`src/rtl/trap_pkg.sv`:
```
// -----------------------------------------------------------------------------
// trap_pkg
// Shared types and helpers for the trap controller.
//   priv_t           : RISC-V privilege encodings (U/S/M)
//   trap_state_t     : trap handshake FSM states
//   EXC_ILLEGAL_INSN : cause code raised for mret outside M-mode
//   make_cause()     : builds an mcause image; callers cast it to their XLEN
// -----------------------------------------------------------------------------
package trap_pkg;

    typedef enum logic [1:0] {
        PRIV_U = 2'b00,
        PRIV_S = 2'b01,
        PRIV_M = 2'b11
    } priv_t;

    typedef enum logic [1:0] {
        ST_IDLE,
        ST_ENTER,
        ST_RETURN
    } trap_state_t;

    localparam logic [4:0] EXC_ILLEGAL_INSN = 5'd2;

    // Widest cause image supported and width of the code field handed in.
    localparam int CAUSE_MAX_W = 64;
    localparam int CODE_W      = 8;

    // Interrupt flag goes to bit 'msb' (XLEN-1 of the caller), code sits in the
    // low bits; everything in between is zero.
    function automatic logic [CAUSE_MAX_W-1:0] make_cause(
        input logic              is_int,
        input logic [CODE_W-1:0] code,
        input logic [5:0]        msb
    );
        logic [CAUSE_MAX_W-1:0] c;
        c              = '0;
        c[CODE_W-1:0]  = code;
        c[msb]         = is_int;
        return c;
    endfunction

endpackage

```
`src/rtl/irq_prio_enc.sv`:
```
// -----------------------------------------------------------------------------
// irq_prio_enc
// Fixed-priority encoder: the lowest set request bit wins.
//   req_i   [NUM_IRQ-1:0] : request vector
//   valid_o               : at least one request set
//   idx_o   [IDX_W-1:0]   : index of the winning (lowest) request
// -----------------------------------------------------------------------------
module irq_prio_enc #(
    parameter int NUM_IRQ = 16,
    parameter int IDX_W   = (NUM_IRQ > 1) ? $clog2(NUM_IRQ) : 1
) (
    input  logic [NUM_IRQ-1:0] req_i,
    output logic               valid_o,
    output logic [IDX_W-1:0]   idx_o
);

    always_comb begin
        // NOTE: every output gets a default before the loop, otherwise an
        // all-zero request would leave them unassigned and infer a latch.
        valid_o = 1'b0;
        idx_o   = '0;
        // Scan from the top down so the last hit, the lowest index, sticks.
        for (int i = NUM_IRQ - 1; i >= 0; i--) begin
            if (req_i[i]) begin
                valid_o = 1'b1;
                idx_o   = IDX_W'(i);
            end
        end
    end

endmodule

```
`src/rtl/trap_ctrl.sv`:
```
// -----------------------------------------------------------------------------
// trap_ctrl
// Trap controller between the control unit and the CSR unit. Owns interrupt
// pending state, arbitrates exception vs interrupts, runs the trap entry /
// return handshake and tracks current (cpm) and previous (mpp) privilege.
//   clk, rst        : clock, asynchronous active-high reset
//   irq_in          : raw interrupt lines (synchronous to clk)
//   irq_en          : per-source enable (mie image)
//   global_ie       : mstatus.MIE
//   insn_boundary   : instruction retiring; only point where a trap/return starts
//   exc_req/exc_code: synchronous exception and its cause code
//   mret            : mret decoded
//   trap_ack        : CSR unit has saved epc/status
//   ip              : pending vector (mip image)
//   trap_take       : trap entry request, held until trap_ack
//   trap_return     : one-cycle restore pulse
//   trap_cause      : mcause value, is_interrupt is its MSB
//   cpm             : current privilege mode
//   busy            : handshake in progress; fetch must stall
// -----------------------------------------------------------------------------
module trap_ctrl
    import trap_pkg::*;
#(
    parameter int                 XLEN      = 32,
    parameter int                 NUM_IRQ   = 16,
    parameter logic [NUM_IRQ-1:0] EDGE_MASK = '0,
    parameter int                 IDX_W     = (NUM_IRQ > 1) ? $clog2(NUM_IRQ) : 1
) (
    input  logic               clk,
    input  logic               rst,
    input  logic [NUM_IRQ-1:0] irq_in,
    input  logic [NUM_IRQ-1:0] irq_en,
    input  logic               global_ie,
    input  logic               insn_boundary,
    input  logic               exc_req,
    input  logic [4:0]         exc_code,
    input  logic               mret,
    input  logic               trap_ack,
    output logic [NUM_IRQ-1:0] ip,
    output logic               trap_take,
    output logic               trap_return,
    output logic [XLEN-1:0]    trap_cause,
    output logic               is_interrupt,
    output logic [1:0]         cpm,
    output logic               busy
);

    localparam logic [5:0] CAUSE_MSB = 6'(XLEN - 1);

    trap_state_t        state_q;
    priv_t              cpm_q;
    priv_t              mpp_q;
    logic               trap_take_q;
    logic               trap_return_q;
    logic               busy_q;
    logic [XLEN-1:0]    cause_q;
    logic [IDX_W-1:0]   win_idx_q;

    logic [NUM_IRQ-1:0] prev_q;
    logic [NUM_IRQ-1:0] edge_q;
    logic [NUM_IRQ-1:0] edge_d;
    logic [NUM_IRQ-1:0] edge_set;
    logic [NUM_IRQ-1:0] edge_clr;
    logic [NUM_IRQ-1:0] eligible;
    logic               irq_valid;
    logic [IDX_W-1:0]   irq_idx;

    // ------------------------------------------------------------------------
    // Pending state: level sources are transparent, edge sources are latched.
    // ------------------------------------------------------------------------
    assign ip       = (irq_in & ~EDGE_MASK) | (edge_q & EDGE_MASK);
    assign edge_set = irq_in & ~prev_q & EDGE_MASK;

    // The latch of the source that won the trap is consumed on the ack.
    always_comb begin
        edge_clr = '0;
        if (state_q == ST_ENTER && trap_ack && cause_q[XLEN-1]) begin
            edge_clr[win_idx_q] = 1'b1;
        end
    end

    // A new rising edge in the ack cycle re-arms the latch (set wins).
    assign edge_d = (edge_q & ~edge_clr) | edge_set;

    always_ff @(posedge clk or posedge rst) begin
        if (rst) begin
            prev_q <= '0;
            edge_q <= '0;
        end else begin
            // NOTE: state registers use non-blocking assignments so every
            // flop samples the pre-edge values, independent of statement order.
            prev_q <= irq_in;
            edge_q <= edge_d;
        end
    end

    // ------------------------------------------------------------------------
    // Arbitration. Below M-mode interrupts are taken regardless of global_ie.
    // ------------------------------------------------------------------------
    assign eligible = ip & irq_en & {NUM_IRQ{global_ie | (cpm_q != PRIV_M)}};

    irq_prio_enc #(
        .NUM_IRQ (NUM_IRQ),
        .IDX_W   (IDX_W)
    ) u_prio_enc (
        .req_i   (eligible),
        .valid_o (irq_valid),
        .idx_o   (irq_idx)
    );

    // ------------------------------------------------------------------------
    // Trap handshake FSM with registered outputs.
    // ------------------------------------------------------------------------
    always_ff @(posedge clk or posedge rst) begin
        // NOTE: the reset branch covers every register here, so an abandoned
        // trap leaves nothing behind once rst is raised.
        if (rst) begin
            state_q       <= ST_IDLE;
            cpm_q         <= PRIV_M;
            mpp_q         <= PRIV_M;
            trap_take_q   <= 1'b0;
            trap_return_q <= 1'b0;
            busy_q        <= 1'b0;
            cause_q       <= '0;
            win_idx_q     <= '0;
        end else begin
            case (state_q)
                ST_IDLE: begin
                    if (insn_boundary) begin
                        if (exc_req) begin
                            // Exception beats interrupts and a same-cycle mret.
                            cause_q     <= XLEN'(make_cause(1'b0, CODE_W'(exc_code), CAUSE_MSB));
                            state_q     <= ST_ENTER;
                            trap_take_q <= 1'b1;
                            busy_q      <= 1'b1;
                        end else if (irq_valid) begin
                            cause_q     <= XLEN'(make_cause(1'b1, CODE_W'(irq_idx), CAUSE_MSB));
                            win_idx_q   <= irq_idx;
                            state_q     <= ST_ENTER;
                            trap_take_q <= 1'b1;
                            busy_q      <= 1'b1;
                        end else if (mret) begin
                            if (cpm_q == PRIV_M) begin
                                state_q       <= ST_RETURN;
                                trap_return_q <= 1'b1;
                                busy_q        <= 1'b1;
                            end else begin
                                // mret below M-mode is an illegal instruction.
                                cause_q     <= XLEN'(make_cause(1'b0, CODE_W'(EXC_ILLEGAL_INSN), CAUSE_MSB));
                                state_q     <= ST_ENTER;
                                trap_take_q <= 1'b1;
                                busy_q      <= 1'b1;
                            end
                        end
                    end
                end

                ST_ENTER: begin
                    // Cause is frozen here; only the ack moves the FSM.
                    if (trap_ack) begin
                        mpp_q       <= cpm_q;
                        cpm_q       <= PRIV_M;
                        trap_take_q <= 1'b0;
                        busy_q      <= 1'b0;
                        state_q     <= ST_IDLE;
                    end
                end

                ST_RETURN: begin
                    cpm_q         <= mpp_q;
                    mpp_q         <= PRIV_U;
                    trap_return_q <= 1'b0;
                    busy_q        <= 1'b0;
                    state_q       <= ST_IDLE;
                end

                default: begin
                    state_q       <= ST_IDLE;
                    trap_take_q   <= 1'b0;
                    trap_return_q <= 1'b0;
                    busy_q        <= 1'b0;
                end
            endcase
        end
    end

    assign trap_take    = trap_take_q;
    assign trap_return  = trap_return_q;
    assign trap_cause   = cause_q;
    assign is_interrupt = cause_q[XLEN-1];
    assign cpm          = cpm_q;
    assign busy         = busy_q;

endmodule

```
`config.mk`:
```
export PLATFORM = sky130hd
export DESIGN_NAME = trap_ctrl
export DESIGN_NICKNAME = d
export VERILOG_FILES = /design/src/rtl/trap_pkg.sv /design/src/rtl/irq_prio_enc.sv /design/src/rtl/trap_ctrl.sv
export SDC_FILE = /design/constraint.sdc
export NUM_CORES = 1
export LEC_CHECK = 0
export BUFFER_PORTS_ARGS = -buffer_cell sky130_fd_sc_hd__clkbuf_2
export CAP_MARGIN = 0
export CORE_ASPECT_RATIO = 2
export CORE_MARGIN = 2
export CORE_UTILIZATION = 37
export DETAILED_ROUTE_END_ITERATION = 12
export GPL_TIMING_DRIVEN = 0
export PLACE_DENSITY = 0.77
export REMOVE_ABC_BUFFERS = 1
export SLEW_MARGIN = 10
export SYNTH_ARGS = -nofsm -noshare
export SYNTH_HDL_FRONTEND = slang
export SYNTH_SLANG_ARGS = --single-unit
```
`constraint.sdc`:
```
create_clock -name clk -period 1.5 [get_ports clk]
set_clock_uncertainty 0.15 [all_clocks]
set_input_delay 0 -clock clk [delete_from_list [all_inputs] [get_ports clk]]
set_output_delay 0 -clock clk [all_outputs]
set_load 0.005 [all_outputs]
```
Word level (Yosys, flattened, before mapping)

Index checks and enable logic that the tools add are counted.

Memory bits (read-only): 0
Memories kept: 0
Output and inout bits: 54
Memory bits (writable): 0
Latch bits: 0
Register bits after elaboration: 41
Bits of input ports: 44

Equal/unequal tests: 13
Add/subtract/negate cells: 0
$lt $le $gt $ge: 0
Multipliers: 0
Reduce and logical (&&, ||, !) cells: 8
Multiplexer cells: 65
Shifts and indexed selects: 0
Div/mod/pow operators: 0
Bitwise gates (word level): 5

Operators by type and width:

| operator             | count |
|---|---|
| $mux W32             | 4 |
| $mux W4              | 16 |
| $and A16 B16 Y16     | 2 |
| $mux W1              | 31 |
| $mux W2              | 8 |
| $ne A2 B2 Y1 const B | 7 |
| $pmux W2 S2          | 3 |
| $ne A4 B4 Y1 const B | 2 |
| $reduce_and A6 Y1    | 1 |
| $reduce_and A5 Y1    | 1 |
| $eq A2 B2 Y1 const B | 2 |
| $pmux W1 S2          | 2 |
| $reduce_and A4 Y1    | 1 |
| $ne A3 B3 Y1 const B | 1 |
| $pmux W1 S3          | 1 |
| $reduce_and A3 Y1    | 1 |
| $reduce_bool A3 Y1   | 1 |
| $eq A2 B1 Y1 const B | 1 |
| $logic_not A2 Y1     | 1 |
| $not A1 Y1           | 2 |
| $reduce_and A2 Y1    | 1 |
| $reduce_bool A2 Y1   | 1 |
| $or A1 B1 Y1         | 1 |

Logic depth before layout (Yosys ltp)

Gate-level depths: netlist of run 1.

Depth in word-level cells: 23
Gate-level depth with buffers: 7
Mapped depth without buffers: 6

Modules after synthesis

From an unflattened synthesis of run 1, not the netlist that was laid out.

Cells, all modules: 164
Area total of the unflattened synthesis: 1347.5 sq um

By module, submodules not included:

| module       | cells an instance | area each (sq um) | instances |
|---|---|---|---|
| trap_ctrl    | 131               | 1168.6            | 1 |
| irq_prio_enc | 33                | 178.9             | 1 |

Worst setup path after synthesis of run 1

Ideal clock, no wire load.

Kind: reg-to-reg
Start point: reg state_q[0]
End point: reg busy_q (netlist: busy)
Arrival: 1.372 ns
Required time: 1.231 ns
Slack: -0.141 ns
Cell stages (with the launch flop): 7
Clock period less this slack: 1.641 ns
Library setup time: 0.119 ns
Cell sequence: dfrtp_1 > clkbuf_1 > inv_1 > or3_1 > o31ai_4 > nor2_1 > o21a_1

Longest elaborated chain between the ends: 3
Elaborated cells between the ends (all ways): 7
Classes of those cells: eq/ne (4); mux (1); reduce/logical (2)

RTL lines:

| what                                                                 | RTL line         | text |
|---|---|---|
| start, declared                                                      | trap_ctrl.sv:50  | `trap_state_t state_q;` |
| start signal, assigned                                               | trap_ctrl.sv:118 | `state_q <= ST_IDLE;` |
| start signal, assigned                                               | trap_ctrl.sv:133 | `state_q <= ST_ENTER;` |
| start signal, assigned                                               | trap_ctrl.sv:139 | `state_q <= ST_ENTER;` |
| $eq A2 B1 Y1 / $logic_not A2 Y1 (equally long branches)              | trap_ctrl.sv:127 | `case (state_q)` |
| $ne A2 B2 Y1 (no source line) / $ne A4 B4 Y1 (equally long branches) | --               |  |
| $reduce_and A3 Y1 (no source line)                                   | --               |  |
| end signal, assigned                                                 | trap_ctrl.sv:123 | `busy_q <= 1'b0;` |
| end signal, assigned                                                 | trap_ctrl.sv:135 | `busy_q <= 1'b1;` |
| end signal, assigned                                                 | trap_ctrl.sv:141 | `busy_q <= 1'b1;` |
| end, declared                                                        | trap_ctrl.sv:55  | `logic busy_q;` |

Several ways; a longest one is shown, not always the timed one.
A chain may end at the register's enable or synchronous reset.

Worst setup path after layout of run 1

Start point: reg cpm_q[1] (netlist: cpm[1])
End point: reg busy_q (netlist: busy)

Longest elaborated chain between the ends: 23
Elaborated cells between the ends (all ways): 25
Classes of those cells: eq/ne (2); mux (20); bitwise (2); reduce/logical (1)

RTL lines:

| what                   | RTL line           | text |
|---|---|---|
| start, declared        | trap_ctrl.sv:51    | `priv_t cpm_q;` |
| start signal, assigned | trap_ctrl.sv:170   | `cpm_q <= mpp_q;` |
| $ne A2 B2 Y1 *         | trap_ctrl.sv:100   | `assign eligible = ip & irq_en & {NUM_IRQ{global_ie \| (cpm_q != PRIV_M)}};` |
| $or A1 B1 Y1 *         | trap_ctrl.sv:100   |  |
| $and A16 B16 Y16 *     | trap_ctrl.sv:100   |  |
| $mux W1 (15 in a row)  | irq_prio_enc.sv:24 | `if (req_i[i]) begin` |
| $mux W1 *              | irq_prio_enc.sv:24 |  |
| $mux W1                | trap_ctrl.sv:136   | `end else if (irq_valid) begin` |
| $mux W1                | trap_ctrl.sv:130   | `if (exc_req) begin` |
| $mux W1                | trap_ctrl.sv:129   | `if (insn_boundary) begin` |
| $pmux W1 S2            | trap_ctrl.sv:127   |  |
| end signal, assigned   | trap_ctrl.sv:135   |  |
| end signal, assigned   | trap_ctrl.sv:141   |  |
| end signal, assigned   | trap_ctrl.sv:146   | `busy_q <= 1'b1;` |

Every way passes the cells marked *; elsewhere a longest branch is shown, timed or not. The select of a mux whose other input is x is not followed.

==> results of run 1 <==
==> final cells by class <==
| type | instances | area (um^2) | share of cell area |
|---|---|---|---|
| well taps | 49 | 61.31 | 0.03427 |
| inverters | 5 | 18.77 | 0.01049 |
| repair buffers | 90 | 526.8 | 0.2944 |
| multi-input cells | 127 | 753.2 | 0.4210 |
| clock buffers | 3 | 41.29 | 0.02308 |
| clock inverters | 1 | 5.005 | 0.002797 |
| flip-flops and latches | 15 | 382.9 | 0.2140 |
==> what timing repair did <==
action | 4_1_cts | 5_1_grt
cloned | 0 | 1
hold endpoints to repair | 23 | 0
gates resized for setup | 11 | 5
setup buffers | 6 | 3
pin swaps | 6 | 4
endpoints found under the setup margin | 11 | 11
hold buffers | 10 | 0
==> registers in the layout, indices dropped and copies added, names as in the netlist <==
signal / count
busy: 1
trap_return: 1
state_q: 2
trap_take: 1
cpm: 2
mpp_q: 2
trap_cause: 6
==> cell families (layout without fill, tap and decap cells) <==
group                  after synthesis  after routing  synth area share
other                                1             26          0.002801
AO/OA/AOI/OAI                       53             54            0.2757
AND/OR/NAND/NOR                     46             46            0.1579
buffers and inverters               52             99            0.2720
flip-flops                          15             15            0.2841
multiplexers                         1              1          0.007477
==> worst max-delay path by stage <==
stage,start,to,slack (ns),cells past startpoint
after floorplan,state_q[0]$_DFFE_PP0P_,trap_cause[31]$_DFFE_PP0P_,-0.19,4
after detailed placement,state_q[0]$_DFFE_PP0P_,trap_cause[31]$_DFFE_PP0P_,-0.46,4
after CTS,state_q[0]$_DFFE_PP0P_,busy$_DFFE_PP0P_,-0.07,4
after global placement,state_q[0]$_DFFE_PP0P_,trap_cause[31]$_DFFE_PP0P_,-0.46,4
final,cpm[1]$_DFFE_PP1P_,busy$_DFFE_PP0P_,-0.07,5
after global routing,state_q[1]$_DFFE_PP0P_,trap_cause[0]$_DFFE_PP0P_,-0.14,5
==> cells in the final DEF (no fill, tap or decap), types with 2 or more instances in the layout <==
| cell | n |
|---|---|
| clkbuf_2 | 71 |
| conb_1 | 26 |
| nand2_1 | 18 |
| a22oi_1 | 10 |
| nor2_1 | 10 |
| dlygate4sd3_1 | 10 |
| a21oi_1 | 9 |
| o21ai_0 | 9 |
| dfrtp_1 | 9 |
| buf_4 | 8 |
| inv_1 | 5 |
| nand3_1 | 4 |
| dfstp_2 | 4 |
| a21oi_2 | 3 |
| nor2b_1 | 3 |
| clkbuf_8 | 3 |
| nand4_1 | 2 |
| a211oi_1 | 2 |
| a32o_1 | 2 |
| a32oi_1 | 2 |
| a31oi_1 | 2 |
| dfrtp_2 | 2 |
==> cell usage after synthesis <==
cell,instances,area [um^2]
o22a_2,1,10.01
a31oi_1,2,12.51
dfrtp_1,11,275.3
a222oi_1,1,10.01
dfstp_2,4,105.1
nand3b_1,1,7.510
o21a_1,1,7.510
o31ai_4,1,21.27
a21oi_1,12,60.06
a41oi_1,1,8.760
o21ai_0,10,50.05
clkbuf_1,2,7.510
nor2_1,11,41.29
or2_1,1,6.260
buf_2,1,5.000
buf_4,43,322.8
a22oi_1,10,75.07
mux2i_1,1,10.01
inv_1,5,18.77
nand4_1,2,12.51
a211o_1,1,8.760
a211oi_1,2,15.01
a22o_1,1,8.760
conb_1,1,3.750
a21o_1,1,7.510
nand2_1,19,71.32
clkdlybuf4s15_1,1,10.01
o21ai_1,1,5.000
nor3_1,1,5.000
a32oi_1,2,17.52
a32o_1,2,20.02
and3b_2,1,10.01
nand2b_1,1,6.260
o22ai_1,1,6.260
a21boi_0,1,7.510
o32ai_1,1,8.760
nor2b_1,3,18.77
or3_1,2,12.51
nand3_1,4,20.02
a31o_2,1,8.760
==> metrics by stage <==
step	setup slack (ns)	area [um^2]	hold slack [ns]
2_1_floorplan	-0.1865	1087	-0.2514
3_3_place_gp	-0.4647	1504	-0.09202
3_5_place_dp	-0.4613	1504	-0.08799
4_1_cts	-0.07173	1735	0.01533
5_1_grt	-0.1415	1789	0.04923
6_report	-0.07314	1789	0.03689
==> worst max-delay path, stage by stage (launching register included) <==
cell and delay [ns]:
dfstp_2 0.56, nand2_4 0.10, o22a_2 0.21, o31ai_4 0.22, nor2_1 0.06, o21a_1 0.17
==> report_power, final <==
part	leakage [nW]	switching (mW)	total (mW)	internal (mW)
registers	0.172	0.108	0.697	0.589
logic	0.719	0.418	0.816	0.398
clock network	0.0255	0.147	0.331	0.184
total	0.916	0.673	1.84	1.17
==> per-layer routing <==
metal / up-vias / global-route usage / routed length [um]
met5: - / 0 / 0
met4: 0 / 0.03117 / 24
met3: 2 / 0.02020 / 221
li1: 683 / - / -
met1: 634 / 0.2007 / 1425
met2: 51 / 0.2904 / 1756
==> results.py, run 1 <==
metrics = {
    "cts": {
        "cts_tree": "yes",
        "clockBufferDepth": 2,
        "clk_pin_slew_worst_paths_ns": 0.06,
        "clk_latency_ns": 0.25,
        "root_buffer": "clkbuf_8",
        "cts_max_level": 1,
        "cts_sinks": 15,
        "cts_buffers": 3,
    },
    "detailed_routing": {
        "drtIter0Drc": 41,
        "dr_total_vias": 1370,
        "wl_per_cell_um": 11.82,
        "first_pass_iters": 4,
        "drc": 0,
        "ant_nets": 0,
        "via_per_inst": 4.724,
        "routed_wirelength_mm": 3.428,
    },
    "global_route": {
        "grt_pass1_vias": 1242,
        "grt_max_degree": 16,
        "grt_pass1_wl_mm": 5.112,
        "overflow": 0,
        "grt.total_usage": 0.1623,
        "antenna_found_initial": 0,
    },
    "finish": {
        "stdcell_count": 290,
        "n_antenna_cell": 0,
        "drive_above_1_share": 0.4274,
        "area_delta_synth_final_pct": 33.65,
        "finish.utilization": 0.5069,
        "n_fill_cell": 341,
        "final_nets": 286,
    },
    "hold_path": {
        "holdPathStages": 2,
        "hp-class": "input pin to output pin",
        "min-delay-start": "irq_in[0]",
        "holdPathEnd": "ip[0]",
    },
    "critical_path": {
        "cp-end-kind": "flop",
        "rr_startpoint": "cpm[1]$_DFFE_PP1P_",
        "critPathMaxFanout": 7,
        "start_kind": "flop",
        "required_ns": 1.49,
        "path_class": "flop to flop",
        "arrival_ns": 1.56,
        "r2r_cells": 5,
        "r2r_end": "busy$_DFFE_PP0P_",
        "ff2ff_setup_slack_ns": -0.07,
    },
    "timing": {
        "tns_ns": -0.3506,
        "rsz0062_at_grt": "true",
        "timing.fmax_mhz": 635.7,
        "setup_violations": 9,
        "period_share": 1.049,
        "setup_ws_ns": -0.07314,
        "slew_headroom": 0.6153,
        "finalHoldViolations": 0,
        "fin_crit_ns": 1.573,
        "worstMarginPinSlew_ns": 0.5763,
        "drv_slew": 0,
    },
    "power_and_ir_drop": {
        "peakVddDrop_mv": 0.7785,
        "pwr_density_cell_nw_per_um2": 1031,
        "power_mw": 1.844,
        "total_leakage_power_nw": 0.9160,
    },
    "floorplan": {
        "dieHeight_um": 89.07,
        "core_area_um2": 3530,
        "dieArea_um2": 4145,
        "rows": 31,
        "die_width_um": 46.54,
        "io_pins": 98,
        "start_util": 0.3793,
    },
    "placement": {
        "place_hpwl_mm": 2.408,
        "gp_congestion": 0.7270,
        "port_buffers": 71,
        "place_inst": 266,
    },
    "outcome": {
        "violations": "negative setup slack",
        "status": "finished, violations left",
    },
    "synthesis": {
        "synth.distinct_cells": 40,
        "yosysSeqAreaShare": 0.2841,
        "synth_area_per_cell_um2": 7.969,
        "yosysWarnings": 0,
        "synthCells": 168,
        "netlist_area_um2": 1339,
        "ys_ff_latch": 15,
    },
    "flow_run": {
        "cap_violations": 0,
    },
}
No activity file was read; power rests on OpenSTA's default activity.
==> run 2: changes to the inputs <==
--- a/config.mk
+++ b/config.mk
@@ -14,6 +14,7 @@
 export GPL_TIMING_DRIVEN = 0
 export PLACE_DENSITY = 0.77
 export REMOVE_ABC_BUFFERS = 1
+export SETUP_SLACK_MARGIN = 0.4
 export SLEW_MARGIN = 10
 export SYNTH_ARGS = -nofsm -noshare
 export SYNTH_HDL_FRONTEND = slang
==> results.py, run 2 (synthesis gave the netlist of run 1 again) <==
metrics = {
    "detailed_routing": {
        "first_pass_iters": 4,
        "ant_nets": 0,
        "drtIter0Drc": 30,
        "wl_per_cell_um": 12.15,
        "via_per_inst": 4.753,
        "dr_total_vias": 1426,
        "routed_wirelength_mm": 3.646,
        "drc": 0,
    },
    "cts": {
        "clk_pin_slew_worst_paths_ns": 0.06,
        "clk_latency_ns": 0.25,
        "clockBufferDepth": 2,
        "cts_buffers": 3,
        "root_buffer": "clkbuf_8",
        "cts_max_level": 1,
        "cts_tree": "yes",
        "cts_sinks": 15,
    },
    "power_and_ir_drop": {
        "internal_power_mw": 1.247,
        "power_frac_seq": 0.359,
        "switching_power_mw": 0.7124,
        "peakVddDrop_mv": 0.7871,
        "switching_share": 0.3635,
        "clkPwrFrac": 0.168,
        "pwr_density_cell_nw_per_um2": 1010,
        "total_leakage_power_nw": 0.9790,
        "pwr-share-comb": 0.473,
    },
    "finish": {
        "area_delta_synth_final_pct": 44.95,
        "finish.utilization": 0.5498,
        "largest_reg_flops": 6,
        "final_common_cell": "clkbuf_2",
        "final_area_um2": 1941,
        "final_nets": 296,
        "stdcell_count": 300,
        "n_antenna_cell": 0,
        "n_fill_cell": 323,
        "drive_above_1_share": 0.4781,
        "layout_common_cells": "clkbuf_2, conb_1, nand2_1, buf_4, dlygate4sd3_1",
    },
    "outcome": {
        "status": "finished, violations left",
        "violations": "negative setup slack",
    },
    "timing": {
        "setup_violations": 11,
        "rsz0062_at_grt": "true",
        "timing.fmax_mhz": 630.0,
        "slew_headroom": 0.6150,
        "drv_slew": 0,
        "setup_ws_ns": -0.08734,
        "period_share": 1.058,
        "fin_crit_ns": 1.587,
        "finalHoldViolations": 0,
        "tns_ns": -0.6093,
        "worstMarginPinSlew_ns": 0.5769,
    },
    "critical_path": {
        "cp-end-kind": "flop",
        "r2r_end": "trap_cause[2]$_DFFE_PP0P_",
        "endpoint": "trap_cause[2]$_DFFE_PP0P_",
        "crit_path_start": "cpm[1]$_DFFE_PP1P_",
        "ff2ff_setup_slack_ns": -0.09,
        "start_kind": "flop",
        "rr_startpoint": "cpm[1]$_DFFE_PP1P_",
        "arrival_ns": 1.56,
        "path_class": "flop to flop",
        "r2r_cells": 6,
        "critPathMaxFanout": 7,
        "required_ns": 1.48,
    },
    "global_route": {
        "grt_pass1_vias": 1279,
        "grt_max_degree": 16,
        "grt.total_usage": 0.1662,
        "grt_pass1_wl_mm": 5.278,
        "overflow": 0,
        "antenna_found_initial": 0,
    },
    "hold_path": {
        "hp-class": "input pin to flop",
        "min-delay-start": "global_ie",
    },
    "placement": {
        "place_inst": 266,
        "place_hpwl_mm": 2.408,
        "port_buffers": 71,
        "placed_cell_area_um2": 1504,
        "gp_congestion": 0.7270,
    },
    "floorplan": {
        "core_area_um2": 3530,
        "dieHeight_um": 89.07,
        "start_util": 0.3793,
        "io_pins": 98,
        "rows": 31,
        "dieArea_um2": 4145,
        "die_width_um": 46.54,
    },
    "flow_run": {
        "cap_violations": 0,
    },
}
run 2: cell types whose count changed in the layout (fill, tap and decap cells not counted), moves of 3 or more:
cell	delta
buf_4	+5
clkbuf_2	-4
o21ai_1	+4
buf_6	+8
o21ai_0	-4
nor2_2	+3
run 2: final cells by class:
cell class,count,area (um^2),area share
inverter,5,18.77,0.009671
clock inverter,1,5.005,0.002579
clock buffer,3,41.29,0.02128
tap,49,61.31,0.03159
sequential,15,382.9,0.1973
multi-input combinational,127,787.0,0.4055
timing repair buffer,100,644.4,0.3320
run 2: power groups by stage:
| stage | combinational [mW] | clock, mW | sequential (mW) |
|---|---|---|---|
| 6_report | 0.927 | 0.328 | 0.704 |
| 5_1_grt | 1.03 | 0.353 | 0.731 |
| 4_1_cts | 0.808 | 0.339 | 0.699 |
| 3_5_place_dp | 0.653 | 0 | 0.711 |
| 3_3_place_gp | 0.649 | 0 | 0.704 |
| 2_1_floorplan | 0.348 | 0 | 0.705 |
run 2: worst min-delay path by stage:
stage,endpoint,depth (start not counted)
after global routing,state_q[1]$_DFFE_PP0P_,3
final,state_q[1]$_DFFE_PP0P_,3
after CTS,state_q[1]$_DFFE_PP0P_,3
after global placement,trap_cause[4]$_DFFE_PP0P_,2
after detailed placement,trap_cause[31]$_DFFE_PP0P_,2
after floorplan,busy$_DFFE_PP0P_,1
run 2: per-layer routing:
metal,part of all wire,vias to the layer above,track usage
met5,0,-,0
met4,0.011,0,0.03636
met3,0.067,4,0.02424
met2,0.52,59,0.2917
met1,0.40,662,0.2067
li1,-,701,-
run 2: worst max-delay path, stage by stage, from the launching register on:
cell	delay (ns)
dfstp_2	0.56
nand2_4	0.10
o21ai_4	0.18
nor2_2	0.06
and3b_2	0.23
a21oi_2	0.11
a21oi_1	0.07
run 2: metrics by stage:
step                hold WS (ns)  power [mW]  setup WS [ns]
global placement        -0.09202       1.353        -0.4647
floorplan                -0.2514       1.053        -0.1865
finish                  0.005348       1.960       -0.08734
global route             0.02453       2.115        -0.1766
detailed placement      -0.08799       1.364        -0.4613
CTS                     -0.03061       1.846       -0.07173
run 2: repair_timing:
| item | 4_1_cts | 5_1_grt |
|---|---|---|
| setup buffers | 10 | 8 |
| hold buffers | 11 | 0 |
| hold endpoints to repair | 23 | 0 |
| resized for setup | 22 | 15 |
| cloned | 0 | 1 |
| setup endpoints to repair | 15 | 17 |
| pin swaps | 8 | 8 |
==> run 3: changes to the inputs <==
--- a/config.mk
+++ b/config.mk
@@ -9,10 +9,10 @@
 export CAP_MARGIN = 0
 export CORE_ASPECT_RATIO = 2
 export CORE_MARGIN = 2
-export CORE_UTILIZATION = 37
+export CORE_UTILIZATION = 35
 export DETAILED_ROUTE_END_ITERATION = 12
 export GPL_TIMING_DRIVEN = 0
-export PLACE_DENSITY = 0.77
+export PLACE_DENSITY = 0.76
 export REMOVE_ABC_BUFFERS = 1
 export SETUP_SLACK_MARGIN = 0.4
 export SLEW_MARGIN = 10
==> results.py, run 3 (synthesis gave the netlist of run 1 again) <==
metrics = {
    "critical_path": {
        "critPathMaxFanout": 3,
        "path_class": "flop to flop",
        "required_ns": 1.49,
        "start_kind": "flop",
        "arrival_ns": 1.58,
        "cp-end-kind": "flop",
    },
    "timing": {
        "fin_crit_ns": 1.583,
        "period_share": 1.055,
        "finalHoldViolations": 0,
        "timing.fmax_mhz": 631.6,
        "worstMarginPinSlew_ns": 0.5610,
        "rsz0062_at_grt": "true",
        "drv_slew": 0,
        "tns_ns": -0.4952,
        "setup_ws_ns": -0.08317,
        "slew_headroom": 0.6256,
        "setup_violations": 10,
    },
    "finish": {
        "n_antenna_cell": 0,
        "final_common_cell": "clkbuf_2",
        "final_nets": 291,
        "layout_common_cells": "clkbuf_2, conb_1, nand2_1, buf_4",
        "drive_above_1_share": 0.4715,
        "largest_reg_flops": 6,
        "final_area_um2": 1871,
        "area_delta_synth_final_pct": 39.72,
    },
    "detailed_routing": {
        "routed_wirelength_mm": 3.883,
        "wl_met3_um": 292,
        "top_layer_used": "met4",
        "drc": 0,
        "dr_total_vias": 1474,
        "wl_met2_mm": 2.239,
        "drtIter0Drc": 29,
        "wl_met1_mm": 1.257,
        "first_pass_iters": 6,
        "ant_nets": 0,
        "wl_per_cell_um": 13.16,
        "via_per_inst": 4.997,
    },
    "floorplan": {
        "dieArea_um2": 4366,
        "core_area_um2": 3646,
        "start_util": 0.3672,
        "io_pins": 98,
        "die_width_um": 47.73,
        "rows": 31,
        "dieHeight_um": 91.47,
    },
    "cts": {
        "clk_latency_ns": 0.26,
        "clockBufferDepth": 2,
        "cts_sinks": 15,
        "cts_tree": "yes",
        "clk_pin_slew_worst_paths_ns": 0.07,
        "root_buffer": "clkbuf_8",
        "cts_buffers": 3,
        "cts_max_level": 1,
    },
    "placement": {
        "placed_cell_area_um2": 1504,
        "gp_congestion": 0.8673,
        "place_hpwl_mm": 2.714,
        "port_buffers": 71,
    },
    "global_route": {
        "overflow": 0,
        "grt_max_degree": 16,
        "antenna_found_initial": 0,
        "grt_pass1_wl_mm": 5.699,
        "grt.total_usage": 0.1776,
        "grt_pass1_vias": 1406,
    },
    "hold_path": {
        "hp-class": "input pin to flop",
    },
    "outcome": {
        "violations": "negative setup slack",
        "status": "finished, violations left",
    },
    "power_and_ir_drop": {
        "power_mw": 1.970,
        "peakVddDrop_mv": 0.4791,
        "total_leakage_power_nw": 0.9493,
        "pwr_density_cell_nw_per_um2": 1053,
    },
    "flow_run": {
        "cap_violations": 0,
    },
}
-- run 3: where the power goes --
group          internal [mW]  switching, mW
clock                  0.185          0.155
sequential             0.590          0.113
combinational          0.456          0.472
total                   1.23          0.739
-- run 3: metal layers --
metal / up-vias / GRT usage
met4: 0 / 0.08333
li1: 698 / -
met5: - / 0
met1: 688 / 0.1597
met3: 7 / 0.02187
met2: 81 / 0.3400
-- run 3: through the flow --
step / hold WS [ns] / instances / util / setup slack [ns]
2_1_floorplan: -0.2514 / 146 / - / -0.1865
3_3_place_gp: -0.08405 / 266 / 0.4125 / -0.5330
3_5_place_dp: -0.08256 / 266 / 0.4125 / -0.5225
4_1_cts: -0.03556 / 287 / 0.4804 / -0.07107
5_1_grt: 0.02022 / 295 / 0.5130 / -0.1552
6_report: 0.009230 / 295 / 0.5130 / -0.08317
-- run 3: worst paths after layout --
kind,endpoint,slack (ns),depth (start not counted),from
max,busy$_DFFE_PP0P_,-0.08,4,state_q[0]$_DFFE_PP0P_
min,state_q[1]$_DFFE_PP0P_,0.009,3,global_ie
max reg2reg,busy$_DFFE_PP0P_,-0.08,4,state_q[0]$_DFFE_PP0P_
min reg2reg,trap_take$_DFFE_PP0P_,0.34,1,trap_take$_DFFE_PP0P_
max in group asynchronous,state_q[0]$_DFFE_PP0P_,0.63,3,rst
min in group asynchronous,trap_cause[4]$_DFFE_PP0P_,0.17,3,rst
-- run 3: critical path, stage by stage (launching register included) --
cell     delay (ns)
dfrtp_2        0.43
or3_4          0.38
o31ai_4        0.26
nor2_1         0.07
o21a_1         0.17
-- run 3: final cells by class --
| type | count | area [um^2] |
|---|---|---|
| fill | 353 | 1775 |
| multi-input combinational | 127 | 777.0 |
| timing repair buffer | 95 | 584.3 |
| sequential | 15 | 382.9 |
| tap | 49 | 61.31 |
| clock buffer | 3 | 41.29 |
| inverter | 5 | 18.77 |
| clock inverter | 1 | 5.005 |
-- run 3: what timing repair did --
action,4_1_cts,5_1_grt
pin swaps,6,11
setup buffers,7,7
cloned,0,1
hold endpoints to repair,24,0
hold buffers,10,0
resized for setup,17,15
setup endpoints to repair,15,17
